File: src/rtl/instr_slot_arbiter_pkg.sv
// Shared opcodes, field offsets, arbiter states and instruction builders for the
// instruction slot arbiter (softMC DDR_INSTR / WAIT encoding).
package instr_slot_arbiter_pkg;

  localparam int unsigned INSTR_W      = 32;
  localparam int unsigned TYPE_OFFSET  = 28;
  localparam logic [3:0]  OP_WAIT      = 4'b0100;
  localparam logic [3:0]  OP_DDR_INSTR = 4'b1000;
  localparam int unsigned CKE_OFFSET   = 27;
  // CS occupies [CS_OFFSET -: cs_w]; RAS/CAS/WE follow directly below it
  localparam int unsigned CS_OFFSET    = 26;
  localparam int unsigned ROW_OFFSET   = 0;

  typedef enum logic [2:0] {
    ARB_IDLE   = 3'd0,
    ARB_HOST   = 3'd1,
    ARB_M_PRE  = 3'd2,
    ARB_M_REF  = 3'd3,
    ARB_M_DONE = 3'd4
  } arb_state_e;

  function automatic logic [INSTR_W-1:0] mk_ddr(input int unsigned cs_w, input logic ras,
                                                input logic cas, input logic we, input logic a10);
    logic [INSTR_W-1:0] i;
    i = '0;
    i[TYPE_OFFSET +: 4] = OP_DDR_INSTR;
    i[CKE_OFFSET] = 1'b1;
    i = i | (32'(ras) << (CS_OFFSET - cs_w));
    i = i | (32'(cas) << (CS_OFFSET - cs_w - 1));
    i = i | (32'(we)  << (CS_OFFSET - cs_w - 2));
    i[ROW_OFFSET + 10] = a10;
    return i;
  endfunction

  function automatic logic [INSTR_W-1:0] mk_pre_all(input int unsigned cs_w);
    return mk_ddr(cs_w, 1'b0, 1'b1, 1'b1, 1'b1);
  endfunction

  function automatic logic [INSTR_W-1:0] mk_ref(input int unsigned cs_w);
    return mk_ddr(cs_w, 1'b0, 1'b0, 1'b1, 1'b0);
  endfunction

  function automatic logic [INSTR_W-1:0] mk_wait(input logic [9:0] n);
    logic [INSTR_W-1:0] i;
    i = '0;
    i[TYPE_OFFSET +: 4] = OP_WAIT;
    i[9:0] = n;
    return i;
  endfunction

endpackage

File: src/rtl/instr_slot_arbiter_if.sv
// Host pair intake and dual dispatcher slot signals; master = arbiter side.
interface instr_slot_arbiter_if;
  import instr_slot_arbiter_pkg::*;

  logic                 host_valid;
  logic                 host_ready;
  logic [2*INSTR_W-1:0] host_pair;
  logic                 host_last;
  logic                 disp_en0;
  logic [INSTR_W-1:0]   disp_instr0;
  logic                 disp_ack0;
  logic                 disp_en1;
  logic [INSTR_W-1:0]   disp_instr1;
  logic                 disp_ack1;

  modport master (
    input  host_valid, host_pair, host_last, disp_ack0, disp_ack1,
    output host_ready, disp_en0, disp_instr0, disp_en1, disp_instr1
  );

  modport slave (
    output host_valid, host_pair, host_last, disp_ack0, disp_ack1,
    input  host_ready, disp_en0, disp_instr0, disp_en1, disp_instr1
  );
endinterface

File: src/rtl/instr_slot_arbiter_pair_fifo.sv
// Host pair FIFO with registered occupancy; push is refused while full.
module pair_fifo #(
  parameter int unsigned DEPTH = 4,
  parameter int unsigned WIDTH = 65
) (
  input  logic             clk,
  input  logic             rst,
  input  logic             push,
  input  logic [WIDTH-1:0] wr_data,
  input  logic             pop,
  output logic             full,
  output logic             empty,
  output logic [WIDTH-1:0] head
);
  localparam int unsigned AW = $clog2(DEPTH);

  logic [WIDTH-1:0] mem [DEPTH];
  logic [AW-1:0]    wr_ptr, rd_ptr;
  logic [AW:0]      count;
  logic             do_push, do_pop;

  assign full    = (count == (AW+1)'(DEPTH));
  assign empty   = (count == '0);
  assign head    = mem[rd_ptr];
  assign do_push = push & ~full;
  assign do_pop  = pop & ~empty;

  always_ff @(posedge clk) begin
    if (do_push) mem[wr_ptr] <= wr_data;
  end

  always_ff @(posedge clk) begin
    if (rst) begin
      wr_ptr <= '0;
      rd_ptr <= '0;
      count  <= '0;
    end else begin
      if (do_push) wr_ptr <= wr_ptr + 1'b1;
      if (do_pop)  rd_ptr <= rd_ptr + 1'b1;
      if (do_push && !do_pop)      count <= count + 1'b1;
      else if (do_pop && !do_push) count <= count - 1'b1;
    end
  end
endmodule

File: src/rtl/instr_slot_arbiter.sv
// Feeds two dispatcher slots from a host pair FIFO and splices PRE-all/REF refresh
// at sequence boundaries. Optional AREF_STARVE_GUARD_EN throttles host intake.
module instr_slot_arbiter
  import instr_slot_arbiter_pkg::*;
#(
  parameter int unsigned PAIR_DEPTH = 4,
  parameter int unsigned T_RP       = 6,
  parameter int unsigned CS_WIDTH   = 1
`ifdef AREF_STARVE_GUARD_EN
  , parameter int unsigned STARVE_MAX = 512
`endif
) (
  input  logic                 clk,
  input  logic                 rst,
  instr_slot_arbiter_if.master bus,
  input  logic                 aref_req,
  input  logic [9:0]           aref_trfc,
  output logic                 aref_ack,
  output logic                 busy
);
  localparam logic [INSTR_W-1:0] PRE_ALL = mk_pre_all(CS_WIDTH);
  localparam logic [INSTR_W-1:0] REF_CMD = mk_ref(CS_WIDTH);
  localparam logic [INSTR_W-1:0] WAIT_RP = mk_wait(10'(T_RP));

  arb_state_e          state, state_next;
  logic                cons0, cons1, cons0_next, cons1_next;
  logic                in_seq, in_seq_next;
  logic [1:0]          holdoff, hold_next;
  logic [9:0]          trfc_q;
  logic                load_trfc, pop, full, empty, boundary;
  logic                en0, en1, done0, done1;
  logic [INSTR_W-1:0]  instr0, instr1;
  logic [2*INSTR_W:0]  head;

  pair_fifo #(.DEPTH(PAIR_DEPTH), .WIDTH(2*INSTR_W + 1)) u_fifo (
    .clk     (clk),
    .rst     (rst),
    .push    (bus.host_valid & bus.host_ready),
    .wr_data ({bus.host_last, bus.host_pair}),
    .pop     (pop),
    .full    (full),
    .empty   (empty),
    .head    (head)
  );

  assign boundary        = ~in_seq & ~cons0 & ~cons1;
  assign bus.disp_en0    = en0;
  assign bus.disp_en1    = en1;
  assign bus.disp_instr0 = instr0;
  assign bus.disp_instr1 = instr1;
  assign busy            = ~empty | (state != ARB_IDLE);

  always_comb begin
    state_next  = state;
    cons0_next  = cons0;
    cons1_next  = cons1;
    in_seq_next = in_seq;
    hold_next   = (holdoff != 2'd0) ? holdoff - 2'd1 : 2'd0;
    pop         = 1'b0;
    load_trfc   = 1'b0;
    aref_ack    = 1'b0;
    en0         = 1'b0;
    en1         = 1'b0;
    instr0      = '0;
    instr1      = '0;
    done0       = 1'b0;
    done1       = 1'b0;
    case (state)
      ARB_IDLE, ARB_HOST: begin
        // Refresh takes the slots before a waiting head is ever presented.
        if (aref_req && boundary && holdoff == 2'd0) begin
          state_next = ARB_M_PRE;
        end else begin
          en0 = ~empty & ~cons0;
          en1 = ~empty & ~cons1;
          if (!empty) begin
            instr0 = head[INSTR_W-1:0];
            instr1 = head[2*INSTR_W-1:INSTR_W];
          end
          done0 = cons0 | (bus.disp_ack0 & en0);
          done1 = cons1 | (bus.disp_ack1 & en1);
          if (done0 && done1) begin
            pop         = 1'b1;
            cons0_next  = 1'b0;
            cons1_next  = 1'b0;
            in_seq_next = ~head[2*INSTR_W];
          end else begin
            cons0_next = done0;
            cons1_next = done1;
          end
          if (state == ARB_IDLE) begin
            if (!empty) state_next = ARB_HOST;
          end else if (empty && !cons0 && !cons1) begin
            state_next = ARB_IDLE;
          end
        end
      end
      ARB_M_PRE, ARB_M_REF: begin
        en0    = ~cons0;
        en1    = ~cons1;
        instr0 = (state == ARB_M_PRE) ? PRE_ALL : REF_CMD;
        instr1 = (state == ARB_M_PRE) ? WAIT_RP
                                      : mk_wait((trfc_q == 10'd0) ? 10'd1 : trfc_q);
        done0  = cons0 | bus.disp_ack0;
        done1  = cons1 | bus.disp_ack1;
        if (done0 && done1) begin
          cons0_next = 1'b0;
          cons1_next = 1'b0;
          load_trfc  = (state == ARB_M_PRE);
          state_next = (state == ARB_M_PRE) ? ARB_M_REF : ARB_M_DONE;
        end else begin
          cons0_next = done0;
          cons1_next = done1;
        end
      end
      ARB_M_DONE: begin
        aref_ack   = 1'b1;
        hold_next  = 2'd2;
        state_next = empty ? ARB_IDLE : ARB_HOST;
      end
      default: state_next = ARB_IDLE;
    endcase
  end

  always_ff @(posedge clk) begin
    if (rst) begin
      state   <= ARB_IDLE;
      cons0   <= 1'b0;
      cons1   <= 1'b0;
      in_seq  <= 1'b0;
      holdoff <= 2'd0;
      trfc_q  <= '0;
    end else begin
      state   <= state_next;
      cons0   <= cons0_next;
      cons1   <= cons1_next;
      in_seq  <= in_seq_next;
      holdoff <= hold_next;
      if (load_trfc) trfc_q <= aref_trfc;
    end
  end

`ifdef AREF_STARVE_GUARD_EN
  logic [9:0] starve_cnt;
  logic       throttle, waiting;

  assign waiting = aref_req & ((state == ARB_IDLE) | (state == ARB_HOST));

  // throttle latches the cycle the counter reaches STARVE_MAX and holds through the refresh
  always_ff @(posedge clk) begin
    if (rst) begin
      starve_cnt <= '0;
      throttle   <= 1'b0;
    end else begin
      if (state_next == ARB_M_PRE && state != ARB_M_PRE) starve_cnt <= '0;
      else if (waiting && starve_cnt != 10'(STARVE_MAX)) starve_cnt <= starve_cnt + 10'd1;
      if (state == ARB_M_DONE) throttle <= 1'b0;
      else if (waiting && starve_cnt == 10'(STARVE_MAX - 1)) throttle <= 1'b1;
    end
  end

  assign bus.host_ready = ~full & ~rst & ~throttle;
`else
  assign bus.host_ready = ~full & ~rst;
`endif

endmodule

File: src/flat_wrapper.sv
// flat-port wrapper written by rule: the top's interface ports become plain ports
module instr_slot_arbiter_flat import instr_slot_arbiter_pkg::*;
#(
  parameter int unsigned PAIR_DEPTH = 4,
  parameter int unsigned T_RP       = 6,
  parameter int unsigned CS_WIDTH   = 1

)
  (clk, rst, aref_req, aref_trfc, aref_ack, busy, bus_host_valid, bus_host_pair, bus_host_last, bus_disp_ack0, bus_disp_ack1, bus_host_ready, bus_disp_en0, bus_disp_instr0, bus_disp_en1, bus_disp_instr1);
  instr_slot_arbiter_if bus_i ();
  input  logic clk;
  input  logic rst;
  input  logic aref_req;
  input  logic [9:0] aref_trfc;
  output logic aref_ack;
  output logic busy;
  input wire logic [$bits(bus_i.host_valid)-1:0] bus_host_valid;
  input wire logic [$bits(bus_i.host_pair)-1:0] bus_host_pair;
  input wire logic [$bits(bus_i.host_last)-1:0] bus_host_last;
  input wire logic [$bits(bus_i.disp_ack0)-1:0] bus_disp_ack0;
  input wire logic [$bits(bus_i.disp_ack1)-1:0] bus_disp_ack1;
  output wire logic [$bits(bus_i.host_ready)-1:0] bus_host_ready;
  output wire logic [$bits(bus_i.disp_en0)-1:0] bus_disp_en0;
  output wire logic [$bits(bus_i.disp_instr0)-1:0] bus_disp_instr0;
  output wire logic [$bits(bus_i.disp_en1)-1:0] bus_disp_en1;
  output wire logic [$bits(bus_i.disp_instr1)-1:0] bus_disp_instr1;
  assign bus_i.host_valid = bus_host_valid;
  assign bus_i.host_pair = bus_host_pair;
  assign bus_i.host_last = bus_host_last;
  assign bus_i.disp_ack0 = bus_disp_ack0;
  assign bus_i.disp_ack1 = bus_disp_ack1;
  assign bus_host_ready = bus_i.host_ready;
  assign bus_disp_en0 = bus_i.disp_en0;
  assign bus_disp_instr0 = bus_i.disp_instr0;
  assign bus_disp_en1 = bus_i.disp_en1;
  assign bus_disp_instr1 = bus_i.disp_instr1;
  instr_slot_arbiter #(.PAIR_DEPTH(PAIR_DEPTH), .T_RP(T_RP), .CS_WIDTH(CS_WIDTH)) u_core (.clk(clk), .rst(rst), .bus(bus_i), .aref_req(aref_req), .aref_trfc(aref_trfc), .aref_ack(aref_ack), .busy(busy));
endmodule
File: config.mk
export PLATFORM = sky130hd
export DESIGN_NAME = instr_slot_arbiter_flat
export DESIGN_NICKNAME = d
export VERILOG_FILES = /design/src/rtl/instr_slot_arbiter_pkg.sv /design/src/rtl/instr_slot_arbiter_if.sv /design/src/rtl/instr_slot_arbiter_pair_fifo.sv /design/src/rtl/instr_slot_arbiter.sv /design/src/flat_wrapper.sv
export SDC_FILE = /design/constraint.sdc
export NUM_CORES = 1
export LEC_CHECK = 0
export CAP_MARGIN = 10
export CORE_MARGIN = 4
export CORE_UTILIZATION = 40
export CTS_CLUSTER_SIZE = 10
export DETAILED_ROUTE_END_ITERATION = 6
export GPL_TIMING_DRIVEN = 0
export MAX_ROUTING_LAYER = met4
export PLACE_DENSITY_LB_ADDON = 0.12
export SKIP_LAST_GASP = 1
export SLEW_MARGIN = 5
export SYNTH_ARGS = -nofsm -noshare
export SYNTH_HDL_FRONTEND = slang
export SYNTH_SLANG_ARGS = --single-unit
File: constraint.sdc
create_clock -name clk -period 3.7 [get_ports clk]
set_input_delay 0.925 -clock clk [delete_from_list [all_inputs] [get_ports clk]]
set_output_delay 0.925 -clock clk [all_outputs]
set_load 0.005 [all_outputs]
==> flow_summary.json <==
{
  "synth.area.mux_share_pct": 14.3,
  "cts_max_level": 2,
  "hold_depth": 1,
  "path_class": "input pin to primary output",
  "grt_remaining_overflow": 0,
  "clk_latency_ns": 0.50,
  "postCtsHoldBufs": 0,
  "synth_xor_area_share_pct": 0.235,
  "finalWirelength_um": 24300,
  "ys_ff_latch": 287,
  "row_count": 60,
  "ir_drop_uv": 431,
  "grtUsageTotal_pct": 16.2,
  "grt_max_degree": 49,
  "synthAdderAreaFrac_pct": 0.739,
  "holdCritPathClass": "flop to flop",
  "worstMarginPinSlew_ns": 0.698,
  "initial_utilization_pct": 41.0,
  "io_buffers": 148,
  "drv_cap": 0,
  "status": "finished with violations",
  "clock_skew_ns": 0.0130,
  "clk_pin_slew_ns": 0.06,
  "grt_pass1_vias": 6452,
  "dpl-instance-area_mm2": 0.0132,
  "crit-reg2reg-launch": "u_core.u_fifo.count[2]",
  "hpwl_um": 15000,
  "nets": 865,
  "syn_to_final_growth_pct": 28.8,
  "numCtsBuffers": 35,
  "p_leak_nw": 4.95,
  "die_w_um": 175,
  "wire_per_inst_um": 20.8,
  "async_reset_ff_share_pct": 0,
  "design_area_mm2": 0.0144,
  "failed_checks": "negative setup slack",
  "die_area_mm2": 0.0307,
  "slew_violations": 0,
  "io_pins": 150,
  "synth_edf_count": 260,
  "setup.worst_path.start": "aref_req",
  "crit_required_ns": 2.77,
  "drive_above_1_share_pct": 24.2,
  "synth_top_family_by_area": "multiplexers",
  "startpoint_type": "input pin",
  "cts-root-buf": "clkbuf_16",
  "drt_pass1_iterations": 5,
  "hold_end": "u_core.holdoff[0]",
  "antenna_found_initial": 2,
  "worstPathMaxFanout": 10,
  "cts_tree": "done",
  "netlist_area_mm2": 0.0112,
  "synth_area_per_cell_um2": 19.5,
  "finalHoldViolCount": 0,
  "synthCells": 574,
  "drt-initial-drc-count": 449,
  "clkSinkCount": 287,
  "fmax_ghz": 0.270,
  "setup_viol": 2,
  "r2r_cells": 13,
  "end_kind": "primary output",
  "synth-seq-area-share_pct": 74.7,
  "rsz0062_at_grt": "true",
  "rrSetupSlack_ns": 0.81,
  "final_util_pct": 52.9,
  "drc": 0,
  "powerDensity_mw_per_mm2": 674,
  "yosysWarnings": 0,
  "final_common_cell": "edfxtp_1",
  "die_h_um": 175,
  "finalPower_mw": 9.70,
  "layout_common_cells": "260 x edfxtp_1, 82 x clkdlybuf4s50_1, 65 x mux4_2",
  "ant_nets": 0,
  "relSlewSlack_pct": 53.4,
  "yosys.area_share.simple_pct": 5.65,
  "grt_pass1_wl_um": 37300,
  "core_mm2": 0.0273,
  "gp_congestion": 0.889,
  "post-route-worst-setup-slack_ns": -0.00453,
  "arrival_ns": 2.78,
  "num_vias": 6007,
  "r2r_end": "u_core.u_fifo.count[2]",
  "synthDistinctLibCells": 42,
  "fin_crit_sh_pct": 100,
  "min_from": "u_core.holdoff[0]",
  "viasPerCell": 5.14,
  "fin_crit_ns": 3.70,
  "cts_max_path_buffers": 3,
  "synth_compound_area_share_pct": 2.98,
  "syn_nets": 661,
  "ys.flop_type": "edfxtp_1"
}
-- through the flow --
stage	instances	worst slack [ns]	TNS [ns]	hold slack, ns
after floorplan	574	0.209	0	0.459
after global placement	1094	-1.62	-459.39	0.478
after detailed placement	1098	-0.711	-36.35	0.508
after CTS	1161	-0.156	-1.04	0.516
after global routing	1169	-0.0931	-1.75	0.530
final	1169	-0.00453	-0.00549	0.508
-- synth_stat cells, types with 4 or more instances --
| cell | number | area [µm²] |
|---|---|---|
| edfxtp_1 | 260 | 7810 |
| dfxtp_1 | 27 | 541 |
| a21oi_1 | 15 | 75.1 |
| mux2i_1 | 13 | 130 |
| inv_1 | 7 | 26.3 |
| buf_2 | 11 | 55.1 |
| nor2_1 | 24 | 90.1 |
| mux4_2 | 65 | 1460 |
| a22o_1 | 7 | 61.3 |
| o21ai_0 | 11 | 55.1 |
| or3_1 | 4 | 25.0 |
| ha_1 | 5 | 62.6 |
| clkbuf_1 | 14 | 52.6 |
| nand2_1 | 19 | 71.3 |
| and2_1 | 52 | 325 |
-- report_power, final --
group          switching [mW]  internal, mW  total (mW)
logic                    1.32          1.58        2.90
clock network            1.19          1.75        2.94
registers              0.0876          3.77        3.86
total                    2.60          7.10        9.70
-- sequential cells by signal, indices dropped and copies added (netlist names), named ones only --
register	count
u_core.u_fifo.count	3
u_core.holdoff	2
u_core.u_fifo.mem	260
u_core.in_seq	1
u_core.cons0	1
u_core.u_fifo.wr_ptr	2
u_core.cons1	1
u_core.u_fifo.rd_ptr	2
u_core.state	3
u_core.trfc_q	10
-- worst max-delay path, stage by stage --
cell and delay, ns:
clkdlybuf4s50_1 0.40, nor4b_4 0.15, a2111oi_4 0.40, buf_6 0.16, buf_4 0.19, clkbuf_16 0.17, and2_1 0.14, dlygate4sd2_1 0.24
-- logic make-up after synthesis --
family | count (synthesis)
flops | 287
simple gates | 115
mux | 78
compound gates | 48
buf+inv | 37
fa+ha+maj | 6
xor+xnor | 3
-- what timing repair did --
action | 4_1_cts | 5_1_grt
gates cloned | 0 | 3
pin swaps | 1 | 4
setup buffers | 9 | 4
endpoints found under the setup margin | 64 | 39
resized for setup | 90 | 71
-- per-layer routing --
metal / vias up / global-route usage (%) / wire length [µm]
met4: 0 / 3.96 / 482
met3: 42 / 3.66 / 1300
met1: 3087 / 20.6 / 10400
met5: - / - / 0
li1: 2715 / - / -
met2: 163 / 26.6 / 12100
-- area by class of cell --
cell class / instances / area, µm²
fill: 2187 / 12800
sequential: 287 / 8350
multi-input combinational: 250 / 2720
timing repair buffer: 167 / 1640
clock buffer: 49 / 938
tap: 372 / 465
buffer: 30 / 223
clock inverter: 5 / 35.0
inverter: 7 / 26.3
antenna: 2 / 5.00
-- worst max path at each step --
stage               depth (start not counted)  slack, ns                  endpoint
floorplan                                   3       0.21   u_core.u_fifo.mem[1][0]
global placement                            4      -1.62  u_core.u_fifo.mem[2][63]
detailed placement                          7      -0.71       bus_disp_instr0[15]
CTS                                         8      -0.16       bus_disp_instr0[15]
global route                               10      -0.09       bus_disp_instr0[24]
finish                                      8     -0.005       bus_disp_instr0[11]
Note: power is estimated with default switching activity, not from simulation.
